--- config.mk ---
export PLATFORM = sky130hd
export DESIGN_NAME = li_arith_pipe
export DESIGN_NICKNAME = d
export VERILOG_FILES = /design/src/rtl/li_arith_pkg.sv /design/src/rtl/li_fifo.sv /design/src/rtl/li_arith_pipe.sv
export SDC_FILE = /design/constraint.sdc
export NUM_CORES = 1
export LEC_CHECK = 0
export CORE_ASPECT_RATIO = 1.2
export CORE_MARGIN = 4
export CORE_UTILIZATION = 55
export DETAILED_ROUTE_END_ITERATION = 16
export PLACE_DENSITY = 0.79
export REMOVE_ABC_BUFFERS = 1
export SLEW_MARGIN = 20
export SYNTH_ARGS = -nofsm -noshare
export SYNTH_HDL_FRONTEND = slang
export SYNTH_SLANG_ARGS = --single-unit
--- constraint.sdc ---
create_clock -name clk -period 2.35 [get_ports clk]
set_input_delay 0.47 -clock clk [delete_from_list [all_inputs] [get_ports clk]]
set_output_delay 0.47 -clock clk [all_outputs]
set_load 0.1 [all_outputs]
--- src/rtl/li_arith_pkg.sv ---
// Shared types for the add/subtract pipeline.
// Width-dependent types are declared locally in the modules that use them.
package li_arith_pkg;

  typedef enum logic {
    OP_ADD = 1'b0,
    OP_SUB = 1'b1
  } op_e;

endpackage

--- src/rtl/li_fifo.sv ---
// Result buffer: a power-of-two circular FIFO with an occupancy count.
// The read data is the head entry and is only meaningful while o_empty is low.
module li_fifo #(
  parameter int WIDTH = 8,
  parameter int DEPTH = 4
) (
  input  logic                           clk,
  input  logic                           rst,
  input  logic                           i_push,
  input  logic [WIDTH-1:0]               i_wdata,
  input  logic                           i_pop,
  output logic [WIDTH-1:0]               o_rdata,
  output logic                           o_full,
  output logic                           o_empty,
  output logic [$clog2(DEPTH+1)-1:0]     o_count
);

  localparam int AW = (DEPTH > 1) ? $clog2(DEPTH) : 1;
  localparam int CW = $clog2(DEPTH + 1);

  logic [WIDTH-1:0] r_mem [DEPTH];
  logic [AW-1:0]    r_wptr;
  logic [AW-1:0]    r_rptr;
  logic [CW-1:0]    r_count;
  logic             w_push;
  logic             w_pop;

  // Guard against overrun/underrun even if the caller does not.
  assign w_push  = i_push & ~o_full;
  assign w_pop   = i_pop & ~o_empty;

  assign o_full  = (r_count == CW'(DEPTH));
  assign o_empty = (r_count == '0);
  assign o_count = r_count;
  assign o_rdata = r_mem[r_rptr];

  always_ff @(posedge clk or posedge rst) begin
    if (rst) begin
      r_wptr  <= '0;
      r_rptr  <= '0;
      r_count <= '0;
    end else begin
      if (w_push) r_wptr <= r_wptr + AW'(1);
      if (w_pop)  r_rptr <= r_rptr + AW'(1);
      case ({w_push, w_pop})
        2'b10:   r_count <= r_count + CW'(1);
        2'b01:   r_count <= r_count - CW'(1);
        default: r_count <= r_count;
      endcase
    end
  end

  always_ff @(posedge clk) begin
    if (w_push) r_mem[r_wptr] <= i_wdata;
  end

endmodule

--- src/rtl/li_arith_pipe.sv ---
// Add/subtract unit whose results (value, carry, overflow) are computed at
// acceptance and queued in a small FIFO for a ready/valid sink.
module li_arith_pipe
  import li_arith_pkg::*;
#(
  parameter int WIDTH = 32,
  parameter int DEPTH = 4
) (
  input  logic                           clk,
  input  logic                           rst,
  input  logic [WIDTH-1:0]               in_a,
  input  logic [WIDTH-1:0]               in_b,
  input  op_e                            in_op,
  input  logic                           in_valid,
  output logic                           in_ready,
  output logic [WIDTH-1:0]               out_result,
  output logic                           out_carry,
  output logic                           out_overflow,
  output logic                           out_valid,
  input  logic                           out_ready,
  output logic [$clog2(DEPTH+1)-1:0]     count
);

  localparam int EW = WIDTH + 2;

  logic [WIDTH-1:0] w_b_eff;
  logic             w_cin;
  logic [WIDTH:0]   w_sum;
  logic             w_ovf;
  logic [EW-1:0]    w_wdata;
  logic [EW-1:0]    w_rdata;
  logic             w_full;
  logic             w_empty;
  logic             w_accept;
  logic             w_pop;

  // Subtraction is A + ~B + 1, so carry-out doubles as the no-borrow flag.
  assign w_b_eff = (in_op == OP_SUB) ? ~in_b : in_b;
  assign w_cin   = (in_op == OP_SUB);
  assign w_sum   = {1'b0, in_a} + {1'b0, w_b_eff} + {{WIDTH{1'b0}}, w_cin};
  assign w_ovf   = (in_a[WIDTH-1] == w_b_eff[WIDTH-1]) &&
                   (w_sum[WIDTH-1] != in_a[WIDTH-1]);
  assign w_wdata = {w_ovf, w_sum};

  assign in_ready  = ~w_full;
  assign out_valid = ~w_empty;
  assign w_accept  = in_valid & in_ready & ~rst;
  assign w_pop     = out_valid & out_ready & ~rst;

  li_fifo #(
    .WIDTH (EW),
    .DEPTH (DEPTH)
  ) u_fifo (
    .clk     (clk),
    .rst     (rst),
    .i_push  (w_accept),
    .i_wdata (w_wdata),
    .i_pop   (w_pop),
    .o_rdata (w_rdata),
    .o_full  (w_full),
    .o_empty (w_empty),
    .o_count (count)
  );

  // Head outputs read as zero whenever nothing is buffered.
  assign out_result   = out_valid ? w_rdata[WIDTH-1:0] : '0;
  assign out_carry    = out_valid & w_rdata[WIDTH];
  assign out_overflow = out_valid & w_rdata[WIDTH+1];

endmodule

# Word-level counts from Yosys, hierarchy flattened
# Memory sizes are Yosys's and may differ from the RTL's.
# Index checks and enable logic that the tools add are counted.
[totals]
register_bits = 7
ramBits = 136
out_inout_bits = 39
word_cells = 35
n_memories = 1
[op_classes]
add_sub_neg = 6
n_eq_ne = 5
n_mux = 5
n_bitwise = 12
n_reduce_logical = 3
[mem_list]
columns = ["memory", "depth", "word_bits", "rd", "rd_ports_with_merged_regs", "wr", "line_no", "text"]
rows = [
  ["u_fifo.r_mem", 4, 34, 1, 0, 1, "li_fifo.sv:21", "logic [WIDTH-1:0] r_mem [DEPTH];"],
]
[ops]
columns = ["operator", "count"]
rows = [
  ["$mux W32", 2],
  ["$add A32 B32 Y33", 1],
  ["$add A33 B1 Y33", 1],
  ["$not A32 Y32", 1],
  ["$and A1 B1 Y1", 8],
  ["$pmux W3 S2", 1],
  ["$add A2 B1 Y2 const B", 2],
  ["$add A3 B1 Y3 const B", 1],
  ["$eq A3 B3 Y1 const B", 1],
  ["$logic_not A3 Y1", 1],
  ["$not A1 Y1", 3],
  ["$sub A3 B1 Y3 const B", 1],
  ["$eq A2 B1 Y1 const B", 1],
  ["$eq A2 B2 Y1 const B", 1],
  ["$mux W1", 2],
  ["$reduce_bool A2 Y1", 1],
  ["$eq A1 B1 Y1", 1],
  ["$logic_and A1 B1 Y1", 1],
  ["$ne A1 B1 Y1", 1],
]

# Logic depth before layout (Yosys ltp)
[logic_depth]
word_depth = 7
ltp_mapped = 12

# Cells and area by module
# A second synthesis with hierarchy kept.
[unflattened]
cells_unflattened = 559
area_unflattened_um2 = 7719.9
[by_module_without_submodules]
columns = ["mod", "instances", "cells_each", "area_each_um2", "seq_area_each_um2"]
rows = [
  ["li_fifo", 1, 216, 5388.9, 4259.1],
  ["li_arith_pipe", 1, 343, 2331.0, 0.0],
]

# Worst setup path before layout
# OpenSTA, ideal clock, no wires.
[synth_timing]
path_kind = "reg2reg"
from = "register u_fifo.r_count[2] (netlist: u_fifo.o_count[2])"
to = "register u_fifo.r_count[2] (netlist: u_fifo.o_count[2])"
setup_ns = 0.163
arrival_ns = 3.559
path_slack_ns = -1.372
stages_incl_launch_ff = 11
n_path_buf = 1
path_cell_list = "dfrtp_1 -> nand3_1 -> and3_1 -> clkbuf_1 -> inv_1 -> ha_1 -> inv_1 -> fa_1 -> xor2_1 -> nor2_1 -> xor2_1"
[synth_via]
elab_chain_cells = 7
[synth_rtl]
columns = ["item", "line_no", "text"]
rows = [
  ["from (decl)", "li_fifo.sv:24", "logic [CW-1:0] r_count;"],
  ["from (signal assigned)", "li_fifo.sv:46", "2'b10: r_count <= r_count + CW'(1);"],
  ["from (signal assigned)", "li_fifo.sv:47", "2'b01: r_count <= r_count - CW'(1);"],
  ["from (signal assigned)", "li_fifo.sv:48", "default: r_count <= r_count;"],
  ["$eq A3 B3 Y1 *", "li_fifo.sv:32", "assign o_full = (r_count == CW'(DEPTH));"],
  ["$not A1 Y1 *", "li_arith_pipe.sv:45", "assign in_ready = ~w_full;"],
  ["via in_ready", "li_arith_pipe.sv:15", "output logic in_ready,"],
  ["$and A1 B1 Y1 (2 in series)", "li_arith_pipe.sv:47", "assign w_accept = in_valid & in_ready & ~rst;"],
  ["$and A1 B1 Y1 *", "li_fifo.sv:29", "assign w_push = i_push & ~o_full;"],
  ["$eq A2 B1 Y1 / $eq A2 B2 Y1 (equally long branches)", "li_fifo.sv:45", "case ({w_push, w_pop})"],
  ["$pmux W3 S2 / $reduce_bool A2 Y1 (equally long branches)", "--", ""],
]
# The timed path passes the listed nets; every way through them passes the cells marked *.
# A chain may end at the register's enable or synchronous reset.

# Worst setup path in the final report
[layout_timing]
from = "input port in_op"
to = "memory u_fifo.r_mem[0][30] in the netlist's numbering (data pin)"
[layout_via]
elab_chain_cells = 3
[layout_rtl]
columns = ["item", "line_no", "text"]
rows = [
  ["from (decl)", "li_arith_pipe.sv:13", "input op_e in_op,"],
  ["$mux W32", "li_arith_pipe.sv:38", "assign w_b_eff = (in_op == OP_SUB) ? ~in_b : in_b;"],
  ["$add A32 B32 Y33", "li_arith_pipe.sv:40", "assign w_sum = {1'b0, in_a} + {1'b0, w_b_eff} + {{WIDTH{1'b0}}, w_cin};"],
  ["$add A33 B1 Y33 *", "li_arith_pipe.sv:40", ""],
  ["via u_fifo.i_wdata[30]", "li_fifo.sv:10", "input logic [WIDTH-1:0] i_wdata,"],
  ["to (decl)", "li_fifo.sv:21", ""],
]
# Marked as above.

==> metrics.txt <==
die area=15700 sq um; Worst Clk Skew=0.0143 ns; Worst Setup Start Kind=input pin; # diodes=0; first-pass GRT wire length=35.9 mm; post-synthesis cell area=7570 sq um; Routability Congestion=0.903; Slew Limit Headroom=68.2%; final worst setup slack=-0.421 ns; worst vdd ir=0.00152 V; cell taking the most area after synthesis=edfxtp_1; xor-xnor portion of the synthesized cell area=7.75%; worst hold path type=input pin to async pin; Slew @ Worst Pin=0.474 ns; ys async rst share=4.90%; Critical Path Sink Type=register; post-synth cell types=51; compound-gate portion of the synthesized area=9.07%; Syn Inst Count=536; max-cap violations=0; footprint of the multi-input gates=4170 sq um; most common cell after layout, fill and taps aside=edfxtp_1; Seq/Total Area, Yosys=56.3%; Sinks on Clock Net=143; die width=115 microns; Port Buf Inserts=107; period utilization=118%; largest net degree at the start of global routing=36; clock buffer count from CTS=17; Total Routing Usage GR=30.8%; clk slew on worst S/H paths=0.06 ns; Final Hold Fails=0; DIE HEIGHT=137 microns; Arr. time, crit path=3.00 ns; worst skew pair latency=0.42 ns; simple-gate portion of the synthesized area=7.74%; drt via density=6.43; design area=12200 sq um; setup violators final=142; via count=6271; RSZ-0062 raised after global routing=yes; Area Growth Syn to Fin=60.9%; syn avg cell area=14.1 sq um; vias in the first global route=6211; commonest cells after routing, fill and taps aside=edfxtp_1, buf_4, clkdlybuf4s50_1; Initial Util=56.7%; routed len/inst=28.5 microns; minimum clock period=2.77 ns; core footprint=13400 sq um; top cell type's share of synthesized area=54.0%; Post-synth EDFFs=136; Post-synth top flop=edfxtp_1; worst-path fanout max=4; Crit Path Category=input pin to register; total congestion overflow=0; Final Max Slew Viols=0; hold buffers post-CTS=0; post-route ant nets=0; Rows=46; failing checks=setup timing; CTS tree=done; mux cell area share after synthesis=10.6%; root buf cell=clkbuf_16; drc violations=0; Placed Area=10100 sq um; initial antenna violation count=0; layout cells sized above 1=48.8%; Register Area=4260 sq um; H-tree Lvls=4; Power Total=17.0 mW; largest family of logic cells by synthesized area=multiplexers; I/O pin total=108; Post-Route WL=27.8 mm; total of fill cells in the finished design=433; DRT Pass-1 Iters=5; Area contributors post-synth=edfxtp_1, mux4_2, ha_1, xor2_1, nor2b_1; status=finished with violations; Adder-Cell Fraction of Synth Area=6.48%; Fmax=361 MHz; NumNets Final=902; Synth Warn #=0; drt first-iter violations=670; Pwr Density=1390 nW/um^2; leakage power=4.88 nW; clock buffer depth=2; Seq cells post-synth=143; post-DP HPWL=12.3 mm; Req. time, crit path=2.58 ns
==> worst max-delay path: stages <==
cell and delay [ns]:
buf_12 0.12, buf_16 0.15, xor2_1 0.18, ha_1 0.32, buf_4 0.14, nand2_1 0.15
o211ai_1 0.36, a41oi_2 0.19, buf_4 0.18, a31o_2 0.27, o22ai_2 0.20, xor2_2 0.26
==> registers in the layout, summed over array words and instances, names as in the netlist <==
signal and count:
u_fifo.r_mem 136, u_fifo.o_count 3, u_fifo.r_rptr 2, u_fifo.r_wptr 2
==> logic make-up after synthesis <==
logic type | after synthesis
compound gates | 100
xor+xnor | 67
fa+ha+maj | 38
buf+inv | 39
flops | 143
mux | 37
simple gates | 112
==> worst paths after layout <==
check	from	to	slack, ns	cells past startpoint
hold / removal	rst	u_fifo.o_count[0]	0.43	3
setup reg to reg	u_fifo.o_count[0]	u_fifo.o_count[2]	0.02	10
setup / recovery	in_op	u_fifo.r_mem[0][30]	-0.42	12
hold reg to reg	u_fifo.o_count[0]	u_fifo.o_count[0]	0.57	1
max in group asynchronous	rst	u_fifo.r_rptr[0]	1.77	3
min in group clk	u_fifo.o_count[0]	u_fifo.o_count[0]	0.57	1
==> through the flow <==
stage          util, %  setup WS (ns)  std cells  hold slack (ns)  TNS (ns)
3_3_place_gp      75.4         -0.862        906            0.520    -74.57
2_1_floorplan        -          -2.94        514            0.284   -257.56
5_1_grt           91.2         -0.437        975            0.430    -34.74
6_report          91.2         -0.421        975            0.428    -29.99
4_1_cts           87.7         -0.233        972            0.408    -13.66
3_5_place_dp      75.4         -0.997        906            0.552    -85.47
==> timing repair <==
action / in CTS / in global routing
gates resized for setup: 168 / 128
buffers inserted: 35 / 17
pin swaps: 76 / 47
gates cloned: 9 / 0
endpoints found under the setup margin: 138 / 139
==> final cells by class <==
class                      instances  share of cell area (%)
clock inverter                    11                   0.616
tap                              168                    1.73
timing repair buffer             262                    24.4
inverter                          17                   0.524
multi-input combinational        354                    34.2
clock buffer                      20                    3.58
sequential                       143                    35.0
==> routing by layer <==
metal	wire [microns]	GRT usage, %	vias to the layer above
met5	0	0	-
met1	9660	38.0	3080
met2	14100	54.3	505
met3	2190	5.40	148
li1	-	-	2538
met4	1810	10.9	0
==> synthesized netlist by cell type, types with 2 or more instances <==
master    number
ha_1          36
and3_1         5
o21a_1         5
a21o_1        15
o221ai_1       2
dfrtp_1        7
o21bai_1       4
buf_2          5
buf_1          3
nand4_1        3
nor2b_1       35
o21ai_1        2
a21boi_0       3
o21ai_0       15
o211ai_1       5
xor2_1        48
fa_1           2
nor2_1        17
nand3_1        5
xnor2_1       19
and2_1         6
a31oi_1        3
nand2_1       29
o31ai_1        2
edfxtp_1     136
clkbuf_1      13
a21oi_1       30
a41oi_1        3
mux4_2        34
nand2b_1       4
nor3_1         4
inv_1         17
==> power by group <==
part           internal, mW  switching (mW)
combinational          4.50            6.46
sequential             3.37           0.218
clock                  1.42           0.991
total                  9.29            7.67
(Power assumes the default switching activity.)
